`config.mk`:
```
export PLATFORM = sky130hd
export DESIGN_NAME = imm_ctrl_fsm
export DESIGN_NICKNAME = d
export VERILOG_FILES = /design/src/rtl/imm_ctrl_fsm.sv
export SDC_FILE = /design/constraint.sdc
export NUM_CORES = 1
export LEC_CHECK = 0
export ABC_AREA = 1
export CORE_MARGIN = 8
export CORE_UTILIZATION = 25
export CTS_BUF_LIST = sky130_fd_sc_hd__clkbuf_4
export CTS_CLUSTER_SIZE = 28
export DETAILED_ROUTE_END_ITERATION = 12
export PLACE_DENSITY = 0.57
export SLEW_MARGIN = 10
export SYNTH_ARGS = -nofsm -noshare
export SYNTH_HDL_FRONTEND = slang
export SYNTH_SLANG_ARGS = --single-unit
export TNS_END_PERCENT = 1
```
`constraint.sdc`:
```
create_clock -name clk -period 2.3 [get_ports clk]
set_input_delay 0.345 -clock clk [delete_from_list [all_inputs] [get_ports clk]]
set_output_delay 0.345 -clock clk [all_outputs]
set_load 0.005 [all_outputs]
```
`src/rtl/imm_ctrl_fsm.sv`:
```
// Multi-cycle FETCH/DECODE/EXEC/MEM/WB control sequencer for the 16-bit MIPS16-style core.
// Drives the Immediate_Extend mode select plus PC, IR, memory and register-file strobes.
module imm_ctrl_fsm #(
    parameter logic [2:0]  IMM_NONE = 3'd6,
    parameter int unsigned OP_W     = 5
) (
    input  logic        clk,
    input  logic        rst,
    input  logic [15:0] instr,
    input  logic        mem_ready,
    input  logic        zero,
    output logic        ir_write,
    output logic        pc_write,
    output logic [1:0]  pc_src,
    output logic [2:0]  imm_load,
    output logic        alu_src_imm,
    output logic        mem_req,
    output logic        mem_we,
    output logic        reg_write,
    output logic        illegal,
    output logic [2:0]  state
);

    typedef enum logic [2:0] {
        S_FETCH  = 3'd0,
        S_DECODE = 3'd1,
        S_EXEC   = 3'd2,
        S_MEM    = 3'd3,
        S_WB     = 3'd4
    } state_e;

    typedef enum logic [2:0] {
        C_NOP,
        C_JUMP,
        C_BRANCH,
        C_ALU_IMM,
        C_ALU_REG,
        C_LOAD,
        C_STORE,
        C_ILLEGAL
    } cls_e;

    localparam logic [2:0] IMM_SHAMT3 = 3'd0;
    localparam logic [2:0] IMM_S4     = 3'd1;
    localparam logic [2:0] IMM_S5     = 3'd2;
    localparam logic [2:0] IMM_S8     = 3'd3;
    localparam logic [2:0] IMM_Z8     = 3'd4;
    localparam logic [2:0] IMM_S11    = 3'd5;

    localparam logic [OP_W-1:0] OP_NOP    = 5'b00001;
    localparam logic [OP_W-1:0] OP_B      = 5'b00010;
    localparam logic [OP_W-1:0] OP_BEQZ   = 5'b00100;
    localparam logic [OP_W-1:0] OP_BNEZ   = 5'b00101;
    localparam logic [OP_W-1:0] OP_SLL    = 5'b00110;
    localparam logic [OP_W-1:0] OP_ADDIU3 = 5'b01000;
    localparam logic [OP_W-1:0] OP_ADDIU  = 5'b01001;
    localparam logic [OP_W-1:0] OP_LI     = 5'b01101;
    localparam logic [OP_W-1:0] OP_LW     = 5'b10011;
    localparam logic [OP_W-1:0] OP_SW     = 5'b11011;
    localparam logic [OP_W-1:0] OP_RRR    = 5'b11100;

    state_e         state_q, state_d;
    cls_e           cls_q, cls_d;
    logic           bnez_q, bnez_d;
    logic [2:0]     imm_q, imm_d;
    logic           asi_q, asi_d;

    logic [OP_W-1:0] opcode;
    cls_e            dec_cls;
    logic [2:0]      dec_imm;
    logic            unused_operand_bits;

    assign opcode              = instr[15 -: OP_W];
    assign unused_operand_bits = ^instr[15-OP_W:0];

    always_comb begin
        dec_cls = C_ILLEGAL;
        dec_imm = IMM_NONE;
        case (opcode)
            OP_NOP:    dec_cls = C_NOP;
            OP_B:      begin dec_cls = C_JUMP;    dec_imm = IMM_S11;    end
            OP_BEQZ,
            OP_BNEZ:   begin dec_cls = C_BRANCH;  dec_imm = IMM_S8;     end
            OP_SLL:    begin dec_cls = C_ALU_IMM; dec_imm = IMM_SHAMT3; end
            OP_ADDIU3: begin dec_cls = C_ALU_IMM; dec_imm = IMM_S4;     end
            OP_ADDIU:  begin dec_cls = C_ALU_IMM; dec_imm = IMM_S8;     end
            OP_LI:     begin dec_cls = C_ALU_IMM; dec_imm = IMM_Z8;     end
            OP_LW:     begin dec_cls = C_LOAD;    dec_imm = IMM_S5;     end
            OP_SW:     begin dec_cls = C_STORE;   dec_imm = IMM_S5;     end
            OP_RRR:    dec_cls = C_ALU_REG;
            default:   dec_cls = C_ILLEGAL;
        endcase
    end

    always_comb begin
        // NOTE: every signal gets a default before the case so no path leaves one unassigned (no latches).
        state_d   = state_q;
        cls_d     = cls_q;
        bnez_d    = bnez_q;
        imm_d     = imm_q;
        asi_d     = asi_q;
        ir_write  = 1'b0;
        pc_write  = 1'b0;
        pc_src    = 2'd0;
        mem_req   = 1'b0;
        mem_we    = 1'b0;
        reg_write = 1'b0;
        illegal   = 1'b0;

        case (state_q)
            S_FETCH: begin
                mem_req = 1'b1;
                if (mem_ready) begin
                    ir_write = 1'b1;
                    pc_write = 1'b1;
                    state_d  = S_DECODE;
                end
            end
            S_DECODE: begin
                if (dec_cls == C_ILLEGAL) begin
                    illegal = 1'b1;
                    state_d = S_FETCH;
                end else if (dec_cls == C_NOP) begin
                    state_d = S_FETCH;
                end else begin
                    // Extender mode is frozen here so it stays stable through EXEC, MEM and WB.
                    state_d = S_EXEC;
                    cls_d   = dec_cls;
                    bnez_d  = (opcode == OP_BNEZ);
                    imm_d   = dec_imm;
                    asi_d   = (dec_cls == C_ALU_IMM) || (dec_cls == C_LOAD) || (dec_cls == C_STORE);
                end
            end
            S_EXEC: begin
                case (cls_q)
                    C_JUMP: begin
                        pc_write = 1'b1;
                        pc_src   = 2'd1;
                        state_d  = S_FETCH;
                    end
                    C_BRANCH: begin
                        if (bnez_q ? !zero : zero) begin
                            pc_write = 1'b1;
                            pc_src   = 2'd1;
                        end
                        state_d = S_FETCH;
                    end
                    C_ALU_IMM, C_ALU_REG: state_d = S_WB;
                    C_LOAD, C_STORE:      state_d = S_MEM;
                    default:              state_d = S_FETCH;
                endcase
            end
            S_MEM: begin
                mem_req = 1'b1;
                mem_we  = (cls_q == C_STORE);
                if (mem_ready) begin
                    state_d = (cls_q == C_STORE) ? S_FETCH : S_WB;
                end
            end
            S_WB: begin
                reg_write = 1'b1;
                state_d   = S_FETCH;
            end
            default: state_d = S_FETCH;
        endcase

        // Strobes stay quiet for as long as reset is held, even though the state already reads FETCH.
        if (!rst) begin
            ir_write  = 1'b0;
            pc_write  = 1'b0;
            pc_src    = 2'd0;
            mem_req   = 1'b0;
            mem_we    = 1'b0;
            reg_write = 1'b0;
            illegal   = 1'b0;
        end
    end

    // NOTE: sequential state uses non-blocking assignments only, so all flops update together.
    always_ff @(posedge clk) begin
        if (!rst) begin
            state_q <= S_FETCH;
            cls_q   <= C_NOP;
            bnez_q  <= 1'b0;
            imm_q   <= IMM_NONE;
            asi_q   <= 1'b0;
        end else begin
            state_q <= state_d;
            cls_q   <= cls_d;
            bnez_q  <= bnez_d;
            imm_q   <= imm_d;
            asi_q   <= asi_d;
        end
    end

    assign imm_load    = imm_q;
    assign alu_src_imm = asi_q;
    assign state       = state_q;

endmodule

```
## After elaboration in Yosys (flattened, before gate mapping)

Index checks and enable logic that the tools add are counted.

| storage, ports and cells | value |
|---|---|
| register bits after elaboration | 11 |
| input bits | 20 |
| output and inout bits | 15 |
| logic and storage cells | 78 |

| operators by class | value |
|---|---|
| equality and inequality tests | 27 |
| multiplexer cells | 30 |
| bitwise logic cells | 2 |
| reduce and logical (&&, ||, !) cells | 14 |

Operators by type and width:

| cell | number |
|---|---|
| equality test 3 bit, second input constant | 7 |
| case mux 3 bit (7 select lines) | 1 |
| case mux 3 bit (6 select lines) | 1 |
| 2-to-1 mux 1 bit | 17 |
| equality test 3 x 2 -> 1 bit, second input constant | 5 |
| equality test 5 x 3 -> 1 bit, second input constant | 3 |
| equality test 5 x 4 -> 1 bit, second input constant | 3 |
| equality test 5 bit, second input constant | 3 |
| case mux 3 bit (4 select lines) | 1 |
| OR reduction 2 bit | 5 |
| 2-to-1 mux 3 bit | 3 |
| equality test 3 x 1 -> 1 bit, second input constant | 2 |
| logical NOT 3 bit | 2 |
| 2-to-1 mux 2 bit | 3 |
| case mux 1 bit (2 select lines) | 3 |
| case mux 3 bit (2 select lines) | 1 |
| equality test 5 x 1 -> 1 bit, second input constant | 1 |
| equality test 5 x 2 -> 1 bit, second input constant | 1 |
| != test 2 bit, second input constant | 2 |
| OR reduction 4 bit | 1 |
| AND reduction 3 bit | 1 |
| OR reduction 3 bit | 1 |
| logical OR 1 bit | 2 |
| NOT 1 bit | 2 |
| 2 further kinds | 2 |

## Depth between registers and ports, before layout

Gate-level depths: netlist (run 1).

| logic depth | value |
|---|---|
| depth after elaboration | 7 |
| mapped depth | 11 |
| gate-level depth less buffers | 10 |

## Worst setup path before layout (run 1)

OpenSTA, ideal clock, no wires.

| timing path | value |
|---|---|
| path type | in2out |
| start point | input instr[11] |
| end point | output illegal |
| arrival time | 1192 ps |
| required time | 1955 ps |
| path slack | 763 ps |
| stages | 8 |
| path buffers | 2 |
| cells stage by stage | buf_4 > nor2_1 > nand3_1 > nand3_2 > nor2_2 > nand2_4 > buf_12 > nor2_1 |

| on the way | value |
|---|---|
| cells in the longest elaborated chain, start to end | 7 |
| elaborated cells between the ends (all ways) | 18 |
| classes of those cells | eq/ne (12); mux (4); reduce/logical (2) |

RTL lines:

| item | line | RTL |
|---|---|---|
| start: declaration | 9 | `input logic [15:0] instr,` |
| equality test 5 x 4 -> 1 bit or equality test 5 x 3 -> 1 bit (tied branches) | 79 | `case (opcode)` |
| OR reduction 4 bit (no source line) or OR reduction 2 bit (tied branches) | -- |  |
| case mux 3 bit (7 select lines) (*) | 79 |  |
| equality test 3 bit (*) | 120 | `if (dec_cls == C_ILLEGAL) begin` |
| 2-to-1 mux 1 bit (*) | 120 |  |
| 2-to-1 mux 1 bit (*) | 110 | `case (state_q)` |
| 2-to-1 mux 1 bit (*) | 168 | `if (!rst) begin` |
| end: declaration | 20 | `output logic illegal,` |

Every way passes the cells marked *; elsewhere a longest branch is shown, timed or not.

## Worst setup path in the final report (run 1)

| timing path | value |
|---|---|
| start point | input zero |
| end point | output pc_write |

| on the way | value |
|---|---|
| cells in the longest elaborated chain, start to end | 6 |

RTL lines:

| item | line | RTL |
|---|---|---|
| start: declaration | 11 | `input logic zero,` |
| logical NOT 1 bit | 142 | `if (bnez_q ? !zero : zero) begin` |
| 2-to-1 mux 1 bit (*) (2 in series) | 142 |  |
| case mux 1 bit (2 select lines) (*) | 135 | `case (cls_q)` |
| case mux 1 bit (2 select lines) (*) | 110 |  |
| 2-to-1 mux 1 bit (*) | 168 |  |
| end: declaration | 13 | `output logic pc_write,` |

Marked as above.

==> metrics.md, run 1 <==
| Metric | Value |
|---|---|
| Via count | 1013 |
| Cell Rows | 22 |
| Clock slew at reported path FFs | 0.07 ns |
| Status | complete, no violations |
| Die area | 5950 um2 |
| Warning count from the yosys run | 0 |
| Commonest cells in the netlist | nand2_1, nor2_1, inv_1, nand3_1, dfxtp_1 |
| Clk_lat worst skew | 0.27 ns |
| Synth Net Count | 170 |
| Detailed Routing Iterations Pass 1 | 4 |
| Synth cell types | 24 |
| DP Cell Count | 232 |
| Cell taking the most area after synthesis | dfxtp_1 |
| Non-Filler Instances | 236 |
| # fillers | 424 |
| Max Clock Freq | 467 MHz |
| Sequential area share after synthesis | 0.236 |
| Clock skew | 0.00362 ns |
| Drt via density | 4.29 |
| Design Area, Final | 1320 um2 |
| Crit path kind | primary input to primary output |
| Startpoint Class | primary input |
| Critical path data required time | 1.96 ns |
| DP Area | 1290 um2 |
| Global-route usage over all layers | 0.0815 |
| Final ANT Viol Nets | 0 |
| Area grow syn2layout | 41.0% |
| CTS tree | built |
| Num CTS Buffers | 3 |
| HP Class | flop to flop |
| Post-synth EDFFs | 0 |
| Footprint of the multi-input gates | 588 um2 |
| Peak supply drop | 0.311 mV |
| CTS max path bufs | 2 |
| H-tree Lvls | 1 |
| Top-count cell post-synth | nand2_1 |
| Fin. max-slew vios | 0 |
| Syn_area_per_cell | 6.23 um2 |
| Max_cap viols | 0 |
| CORE AREA | 3630 um2 |
| Pleak | 0.631 nW |
| Largest fanout on the critical path | 2 |
| TNS Setup | 0 ns |
| Post-CTS setup repair buffer count | 0 |
| Top cell type's share of synthesized area | 0.236 |
| Initial Utilization | 0.257 |
| Async set-reset flop share out of synthesis | 0 |
| Die height | 77.1 um |
| Crit share post-route | 0.931 |
| DP HPWL | 1.89 mm |
| DRT iter0 DRCs | 43 |
| First-pass GRT wire length | 4.15 mm |
| # setup viols final | 0 |
| # DRC | 0 |
| Clock root buffer | clkbuf_4 |
| PD cells | 399 nW/um2 |
| Drt total wl | 2.34 mm |
| Ports | 35 |
| Unrepaired setup endpoints after global routing | true |
| Wire length per cell | 9.92 um |
| Met2 Use GR | 0.135 |
| Register area | 221 um2 |
| Crit path DAT | 1.80 ns |
| Global route overflow | 0 |
| Hold Buf Count CTS | 0 |
| Final Critical Period | 2.14 ns |
| Hold WS | 0.477 ns |
| Proportion of layout cells with a drive suffix above 1 | 0.266 |
| N_diodes | 0 |
| Area contributors post-synth | dfxtp_1, nand2_1, nor2_1, nand3_1, inv_1 |
| Nets | 209 |
| Vias in the first global route | 1010 |
| CTS sink cnt | 11 |
| PortBufs | 22 |
| Chip width | 77.1 um |
| Final hold vios | 0 |
| Total power | 0.526 mW |
| #FFs+latches synth | 11 |
| Largest net degree at the start of global routing | 16 |
| Initial antenna violation count | 0 |
| Syn Std Cell Area | 935 um2 |
| Gr busiest metal | met2 |
| Primary FF master, synth | dfxtp_1 |
| CP endpoint kind | primary output |
| M3 GR Usage | 0.0326 |
| Routability cong. | 0.761 |
| Met1 Track Usage GR | 0.0981 |
| Post-Synthesis Cells | 150 |
## where the power goes
group | internal, mW | leakage, nW | switching [mW]
Sequential | 0.203 | 0.0900 | 0.0102
Combinational | 0.0833 | 0.524 | 0.0998
Clock | 0.0644 | 0.0177 | 0.0660
Total | 0.350 | 0.631 | 0.176
## cells in the final DEF (no fill, tap or decap), types with 2 or more instances in the layout
cell type	count
nand2_2	3
nand2_1	34
a21oi_2	6
clkdlybuf4s50_1	17
nand3_2	6
nor3_1	5
buf_4	17
nor2_1	21
dlygate4sd2_1	5
dfxtp_1	10
inv_1	17
nand4_1	2
nor2_2	7
nand3_1	14
a21oi_1	5
clkbuf_4	3
o21ai_0	3
inv_2	4
## layout make-up
cell class / count / area share
clock buffers: 3 / 0.0171
clock inverters: 1 / 0.00380
inverters: 21 / 0.0598
multi-input cells: 113 / 0.446
flip-flops and latches: 11 / 0.168
well taps: 48 / 0.0456
repair buffers: 39 / 0.259
## metal layers
| layer | vias up | part of all wire | wire, um |
|---|---|---|---|
| met2 | 13 | 0.47 | 1100 |
| li1 | 550 | - | - |
| met1 | 450 | 0.49 | 1160 |
| met5 | - | 0 | 0 |
| met4 | 0 | 0 | 0 |
| met3 | 0 | 0.037 | 87 |
## worst max-delay path, cell delays in order
cell	delay, ns
clkdlybuf4s50_1	0.42
xnor2_1	0.13
o21ai_0	0.16
nand2_1	0.09
a21oi_1	0.14
clkdlybuf4s50_1	0.52
## repair_timing
| action | 4_1_cts | 5_1_grt |
|---|---|---|
| resized for setup | 5 | 2 |
| cloned | 0 | 0 |
| setup endpoints to repair | 1 | 3 |
## path summary, 6_finish.rpt
kind / startpoint / end / slack, ns / cells past startpoint
setup / recovery: zero / pc_write / 0.16 / 6
hold / removal: imm_load[1] / imm_load[1] / 0.48 / 2
setup reg to reg: state[0] / imm_load[2] / 0.86 / 7
hold reg to reg: imm_load[1] / imm_load[1] / 0.48 / 2
## metrics by stage
stage                      util  setup WS, ns
after floorplan               -         0.763
after global placement    0.356        -0.122
after detailed placement  0.356        -0.111
after CTS                 0.362        0.0646
after global routing      0.363       -0.0392
final                     0.363         0.158
## logic make-up (layout without fill, tap and decap cells)
family | Yosys count | after routing | synth area share
and+or+nand+nor | 95 | 95 | 0.497
DFF | 11 | 11 | 0.236
other | 1 | 1 | 0.00401
buffers and inverters | 26 | 64 | 0.138
AOI/OAI and AO/OA | 16 | 16 | 0.116
xor gates and xnor gates | 1 | 1 | 0.00937
## flip-flops by register name, indices dropped and copies added (netlist names)
| name | count |
|---|---|
| alu_src_imm | 1 |
| bnez_q | 1 |
| cls_q | 3 |
| imm_load | 3 |
| state | 3 |
(Power assumes the default switching activity.)
==> inputs of run 2 (changes only) <==
--- a/config.mk
+++ b/config.mk
@@ -9,7 +9,7 @@
 export CORE_MARGIN = 8
 export CORE_UTILIZATION = 25
 export CTS_BUF_LIST = sky130_fd_sc_hd__clkbuf_4
-export CTS_CLUSTER_SIZE = 28
+export CTS_CLUSTER_SIZE = 25
 export DETAILED_ROUTE_END_ITERATION = 12
 export PLACE_DENSITY = 0.57
 export SLEW_MARGIN = 10
==> results of run 2 <==
No change in the layout: final DEF, timing and power equal those of run 1.
